$ cat config.mk
export PLATFORM = sky130hd
export DESIGN_NAME = samp_window_ctrl
export DESIGN_NICKNAME = d
export VERILOG_FILES = /design/src/rtl/samp_window_ctrl.sv
export SDC_FILE = /design/constraint.sdc
export NUM_CORES = 1
export LEC_CHECK = 0
export BUFFER_PORTS_ARGS = -buffer_cell sky130_fd_sc_hd__buf_2
export CAP_MARGIN = 20
export CORE_AREA = 2 2 69 71
export DETAILED_ROUTE_END_ITERATION = 10
export DIE_AREA = 0 0 71 73
export SLEW_MARGIN = 15
export SYNTH_ARGS = -nofsm -noshare
export SYNTH_HDL_FRONTEND = slang
export SYNTH_SLANG_ARGS = --single-unit
export TNS_END_PERCENT = 20
$ cat constraint.sdc
create_clock -name clk -period 1.9 [get_ports clk]
set_input_delay 0.285 -clock clk [delete_from_list [all_inputs] [get_ports clk]]
set_output_delay 0.285 -clock clk [all_outputs]
set_load 0.1 [all_outputs]
$ cat src/rtl/samp_window_ctrl.sv
// Sequencer for the 3-column sample shift register: scans the image in 3-row bands,
// fetches one column word per step and flags when a full 3x3 window is ready.
module samp_window_ctrl #(
  parameter int unsigned IMG_W  = 16,
  parameter int unsigned IMG_H  = 16,
  parameter int unsigned ADDR_W = $clog2(IMG_W * IMG_H)
) (
  input  logic              clk,
  input  logic              rst,
  input  logic              start,
  output logic              busy,
  output logic              done,
  output logic              rd_req,
  output logic [ADDR_W-1:0] rd_addr,
  input  logic              rd_ack,
  output logic              shift_en,
  output logic              win_valid,
  input  logic              win_ready,
  output logic [7:0]        win_x,
  output logic [7:0]        win_y
);

  localparam int unsigned XW = (IMG_W > 1) ? $clog2(IMG_W) : 1;
  localparam int unsigned YW = (IMG_H > 3) ? $clog2(IMG_H - 2) : 1;

  typedef enum logic [1:0] {StIdle, StFetch, StEmit, StDone} state_e;

  state_e        state_q;
  logic [XW-1:0] x_q;
  logic [YW-1:0] y_q;
  logic [1:0]    fill_q;
  logic [1:0]    fill_nxt;
  logic          x_last;
  logic          y_last;

  assign fill_nxt = (fill_q == 2'd3) ? 2'd3 : fill_q + 2'd1;
  assign x_last   = (x_q == XW'(IMG_W - 1));
  assign y_last   = (y_q == YW'(IMG_H - 3));
  assign shift_en = rd_req & rd_ack;

  always_ff @(posedge clk) begin
    if (rst) begin
      state_q   <= StIdle;
      x_q       <= '0;
      y_q       <= '0;
      fill_q    <= '0;
      busy      <= 1'b0;
      done      <= 1'b0;
      rd_req    <= 1'b0;
      rd_addr   <= '0;
      win_valid <= 1'b0;
      win_x     <= '0;
      win_y     <= '0;
    end else begin
      done <= 1'b0;
      case (state_q)
        StIdle: begin
          if (start) begin
            state_q <= StFetch;
            busy    <= 1'b1;
            rd_req  <= 1'b1;
            rd_addr <= '0;
            x_q     <= '0;
            y_q     <= '0;
            fill_q  <= '0;
          end
        end
        StFetch: begin
          if (rd_ack) begin
            fill_q <= fill_nxt;
            if (fill_nxt == 2'd3) begin
              state_q   <= StEmit;
              rd_req    <= 1'b0;
              win_valid <= 1'b1;
              win_x     <= 8'(x_q) - 8'd2;
              win_y     <= 8'(y_q);
            end else begin
              x_q     <= x_q + XW'(1);
              rd_addr <= rd_addr + ADDR_W'(1);
            end
          end
        end
        StEmit: begin
          if (win_ready) begin
            win_valid <= 1'b0;
            if (!x_last) begin
              state_q <= StFetch;
              rd_req  <= 1'b1;
              x_q     <= x_q + XW'(1);
              rd_addr <= rd_addr + ADDR_W'(1);
            end else if (!y_last) begin
              // Row wrap: y*W + (W-1) + 1 == (y+1)*W, so the address still just increments.
              state_q <= StFetch;
              rd_req  <= 1'b1;
              x_q     <= '0;
              y_q     <= y_q + YW'(1);
              fill_q  <= '0;
              rd_addr <= rd_addr + ADDR_W'(1);
            end else begin
              state_q <= StDone;
              done    <= 1'b1;
            end
          end
        end
        StDone: begin
          state_q <= StIdle;
          busy    <= 1'b0;
        end
        default: state_q <= StIdle;
      endcase
    end
  end

endmodule

==> impl_summary.md <==
Synthesis
Sorting the synthesized cells by area gives the leading types as sky130_fd_sc_hd__dfxtp_1 (38%), sky130_fd_sc_hd__ha_1 (7.3%), sky130_fd_sc_hd__a21oi_1 (7.0%), sky130_fd_sc_hd__nand2_1 (5.2%), sky130_fd_sc_hd__nand3_1 (3.8%). For this run, the number of Yosys warnings is 0. The post-synthesis share of cell area spent on xor and xnor gates is 0.00510. The fraction of the mapped netlist area in compound gates is 0.175. Synthesis produced a netlist whose cell count is 214. Measured against the total synthesized area, the mux share comes to 0.00655.

The share of synthesized area in the top cell type comes to 0.385. The netlist area before placement is 1720 um2. After synthesis, the largest family of logic cells by area is simple AND/OR/NAND/NOR gates. The part of the Yosys area used for sequential elements is 0.385. The most instantiated flip-flop cell in the synthesis netlist is sky130_fd_sc_hd__dfxtp_1. In this run the mean area of a mapped cell was 8.03 um2. Of the total synthesized cell area, the portion taken by AND, OR, NAND and NOR gates is 0.263.

The arithmetic-cell share of the synthesized area counting full adders, half adders and majority gates is 0.0728. Of all flip-flops after synthesis, the portion carrying an async set or reset was 0. The synthesized design contains 33 register bits.

The count of distinct cell types in the synthesized netlist is 35. The largest total area in the synthesized netlist belongs to sky130_fd_sc_hd__dfxtp_1. The number of enable-type register cells in the synthesized netlist is 0.

Run status
The run finished with clean final reports.

Global route
The first global-routing pass estimated 6480 um of wire. The number of global-route vias before repair is 1,415. The pin count of the biggest net entering global routing is 42. The total routing usage reported by global routing is 0.155. The global route total overflow is 0. The number of antenna violations at the first check in global routing was 0.

Drt
After detailed routing, the number of remaining DRC violations is 0. In this run, the number of DRC markers left after iteration 0 of detailed routing was 108. The aggregate routed wire length is 3930 um. The first-pass detailed-route iteration total is 4. The detail-routed net length per standard cell is 12.5 um.

Using the TritonRoute via totals, the vias-per-cell ratio works out to 5.06. The post-route antenna net violation count is 0. The total via count after detailed routing is 1,593.

Timing
The setup violation total in the final timing report is 0. Of the available clock period, the critical path in the final layout requires 0.967. On the final layout, the worst hold slack is 0.294 ns. Setup repair after global routing could not meet its margin everywhere. For the pin with the worst max-slew slack, the measured transition is 0.712 ns. The final count of pins violating max slew is 0. The number of hold violations in the final report is 0. Between clock sinks in the finished design, the worst skew comes to 0.00397 ns. The fmax is 544 MHz.

The tightest slew margin relative to the limit is 0.525. The final critical delay including setup and external delays is 1.84 ns.

Worst setup path
At the worst endpoint, the arrival time is 2.05 ns. The setup path with the least slack is of type reg2reg. The data required time at the worst endpoint is 2.12 ns. STA classifies the critical path endpoint as a register. In this run the worst path has a maximum fanout of 3.

In this run the worst setup path begins at state_q[0]. The signal on the critical path passes through inv_1, ha_1, nor2b_2, buf_6, a2111oi_4, nand2_2, buf_4, mux2_2, nor2_1. The worst setup path is launched from a register. The largest single stage delay on the critical path is 0.34 ns. The startpoint of the worst register-to-register path is state_q[0]. The worst-path cell with the longest stage delay is sky130_fd_sc_hd__dfxtp_2.

Pwr
The leakage component of the power is 0.000904 uW. Of the total power, the share spent switching nets is 0.434. Across the VDD grid, the largest voltage drop is 0.928 mV.

The sequential fraction of design power is 0.288. The power density over the cells is 1310 nW/um2. The part of the power in combinational logic is 0.522. The switching component of the power is 1230 uW. The share of total power dissipated in the clock network is 0.190. Internal power comes to 1600 uW.

Clock tree
In this run, CTS created clock tree buffers numbering 5. The H-tree generated during clock tree synthesis spans 2 levels. The TritonCTS clock tree is done. The cell sitting at the root of the clock tree is a sky130_fd_sc_hd__clkbuf_8. The hold buffer count at CTS is 0. After clock tree synthesis, the clock-pin slew on the worst setup and hold paths is 0.07 ns. The clock insertion delay at the later pin of the skew report is 0.28 ns.

The maximum buffer depth of the clock tree is 2. Clock tree synthesis found a total of 33 sinks.

Place
The half-perimeter wire length after detailed placement is 2750 um. The quantity of I/O buffers inserted on ports is 29. Once placement completed, the tool counted placed cells totaling 305. Routability-driven placement finished with a final weighted congestion of 0.838.

Final layout
The antenna cell count is 0. The final cell count without fillers is 315. The number of fillers in the final layout is 453. In the final design database the tool counted 276 nets. The sequential cells in the finished layout cover a total of 672 um2. The final standard cell utilization of the core is 0.475. Relative to the synthesized area, the layout overhead comes to 25.3%. In the final layout, the multi-input gates occupy 927 um2. Of the cells placed in the final design, the portion with a size suffix greater than 1 is 0.303.

Die
The die covers 5180 um2. The floorplan has 25 rows. The overall die height is 73 um.

The initial utilization of the core area, before any placement, comes to 0.379. The die is 71 um wide. 34 I/O pins were placed. The core region is 4540 um2.

Min path
In this run the most critical hold path is launched from start. The type of the worst min-delay path is in2reg.

Flow run
The tool flagged a number of max-cap violations equal to 0.
[power by group through the flow]
stage | combinational, uW | sequential [uW] | clock, uW
finish | 1480 | 816 | 537
global route | 1610 | 825 | 581
CTS | 1420 | 813 | 553
detailed placement | 1410 | 827 | 0
global placement | 1400 | 824 | 0
floorplan | 724 | 1080 | 0
[registers in the layout (all words and copies together), names as in the netlist]
name and cells:
x_q 4, done 1, busy 1, rd_req 1
y_q 4, win_valid 1, win_y 4, win_x 5
state_q 2, rd_addr 8, fill_q 2
[layer usage]
metal | share of wire | global-route usage | wire length, um
met1 | 0.50 | 0.221 | 1950
met2 | 0.44 | 0.234 | 1730
met3 | 0.052 | 0.0387 | 203
met4 | 0.012 | 0.0440 | 46
met5 | 0 | 0 | 0
[final timing paths]
| path | end | slack, ns | depth (start not counted) |
|---|---|---|---|
| hold reg to reg | win_y[0] | 0.45 | 2 |
| hold / removal | busy | 0.29 | 3 |
| setup / recovery | y_q[0] | 0.06 | 9 |
| setup reg to reg | y_q[0] | 0.06 | 9 |
[worst max-delay path: cells and delay by family (launching register included)]
kind | cells | cell delay, ns
compound gates | 1 | 0.31
fa+ha+maj | 1 | 0.20
buf+inv | 3 | 0.32
flops | 1 | 0.34
mux | 1 | 0.25
simple gates | 3 | 0.35
[synthesized netlist by cell type, drive strengths merged, types with 2 or more instances]
master,instances
dfxtp,33
a21oi,25
nand2,25
inv,15
nor2,15
nand3,13
buf,10
ha,10
or3,10
clkbuf,8
nor3,6
o32ai,6
nor2b,5
a211oi,4
o21ai,4
a31oi,3
and3,3
nand2b,2
nand3b,2
nand4,2
nor3b,2
o31ai,2
[cells by family (layout without fill, tap and decap cells)]
| logic type | Yosys count | in the layout |
|---|---|---|
| AO/OA/AOI/OAI | 46 | 46 |
| XOR/XNOR | 1 | 1 |
| adder cells (fa/ha/maj) | 10 | 10 |
| buffers and inverters | 33 | 77 |
| flip-flops | 33 | 33 |
| multiplexers | 1 | 1 |
| other | 1 | 4 |
| AND/OR/NAND/NOR | 89 | 89 |
[through the flow]
stage                     power, uW  setup TNS [ns]  area, um2  setup slack (ns)
after CTS                      2790               0       2110           0.00833
final                          2830               0       2150            0.0632
after floorplan                1810          -0.217       1740           -0.0822
after detailed placement       2240               0       2020            0.0325
after global routing           3010          -0.119       2150           -0.0266
after global placement         2230               0       2020            0.0931
[cells in the final DEF, fill, tap and decap left out, types with 2 or more instances in the layout]
master and count:
sky130_fd_sc_hd__o21ai_0 4, sky130_fd_sc_hd__nor3b_1 2, sky130_fd_sc_hd__clkbuf_8 6, sky130_fd_sc_hd__buf_2 29
sky130_fd_sc_hd__nand3_1 13, sky130_fd_sc_hd__buf_4 25, sky130_fd_sc_hd__a31oi_1 3, sky130_fd_sc_hd__and3_1 3
sky130_fd_sc_hd__nor2b_1 4, sky130_fd_sc_hd__nand2_1 24, sky130_fd_sc_hd__conb_1 4, sky130_fd_sc_hd__a211oi_1 4
sky130_fd_sc_hd__o31ai_1 2, sky130_fd_sc_hd__dfxtp_1 26, sky130_fd_sc_hd__ha_1 10, sky130_fd_sc_hd__o32ai_1 6
sky130_fd_sc_hd__a21oi_1 24, sky130_fd_sc_hd__nand2b_1 2, sky130_fd_sc_hd__inv_1 14, sky130_fd_sc_hd__or3_1 9
sky130_fd_sc_hd__nor2_1 15, sky130_fd_sc_hd__dfxtp_2 6, sky130_fd_sc_hd__nor3_1 5, sky130_fd_sc_hd__nand3b_1 2
[final cells by class]
cell class	instances	area share
multi-input combinational	151	0.431
timing repair buffer	55	0.160
sequential	33	0.312
clock buffer	7	0.0401
inverter	15	0.0261
tap	54	0.0314
[what timing repair did]
item,in CTS,in global routing
setup endpoints to repair,0,18
resized for setup,0,9
setup buffers,0,3
Power figures use the tool's default switching activity.
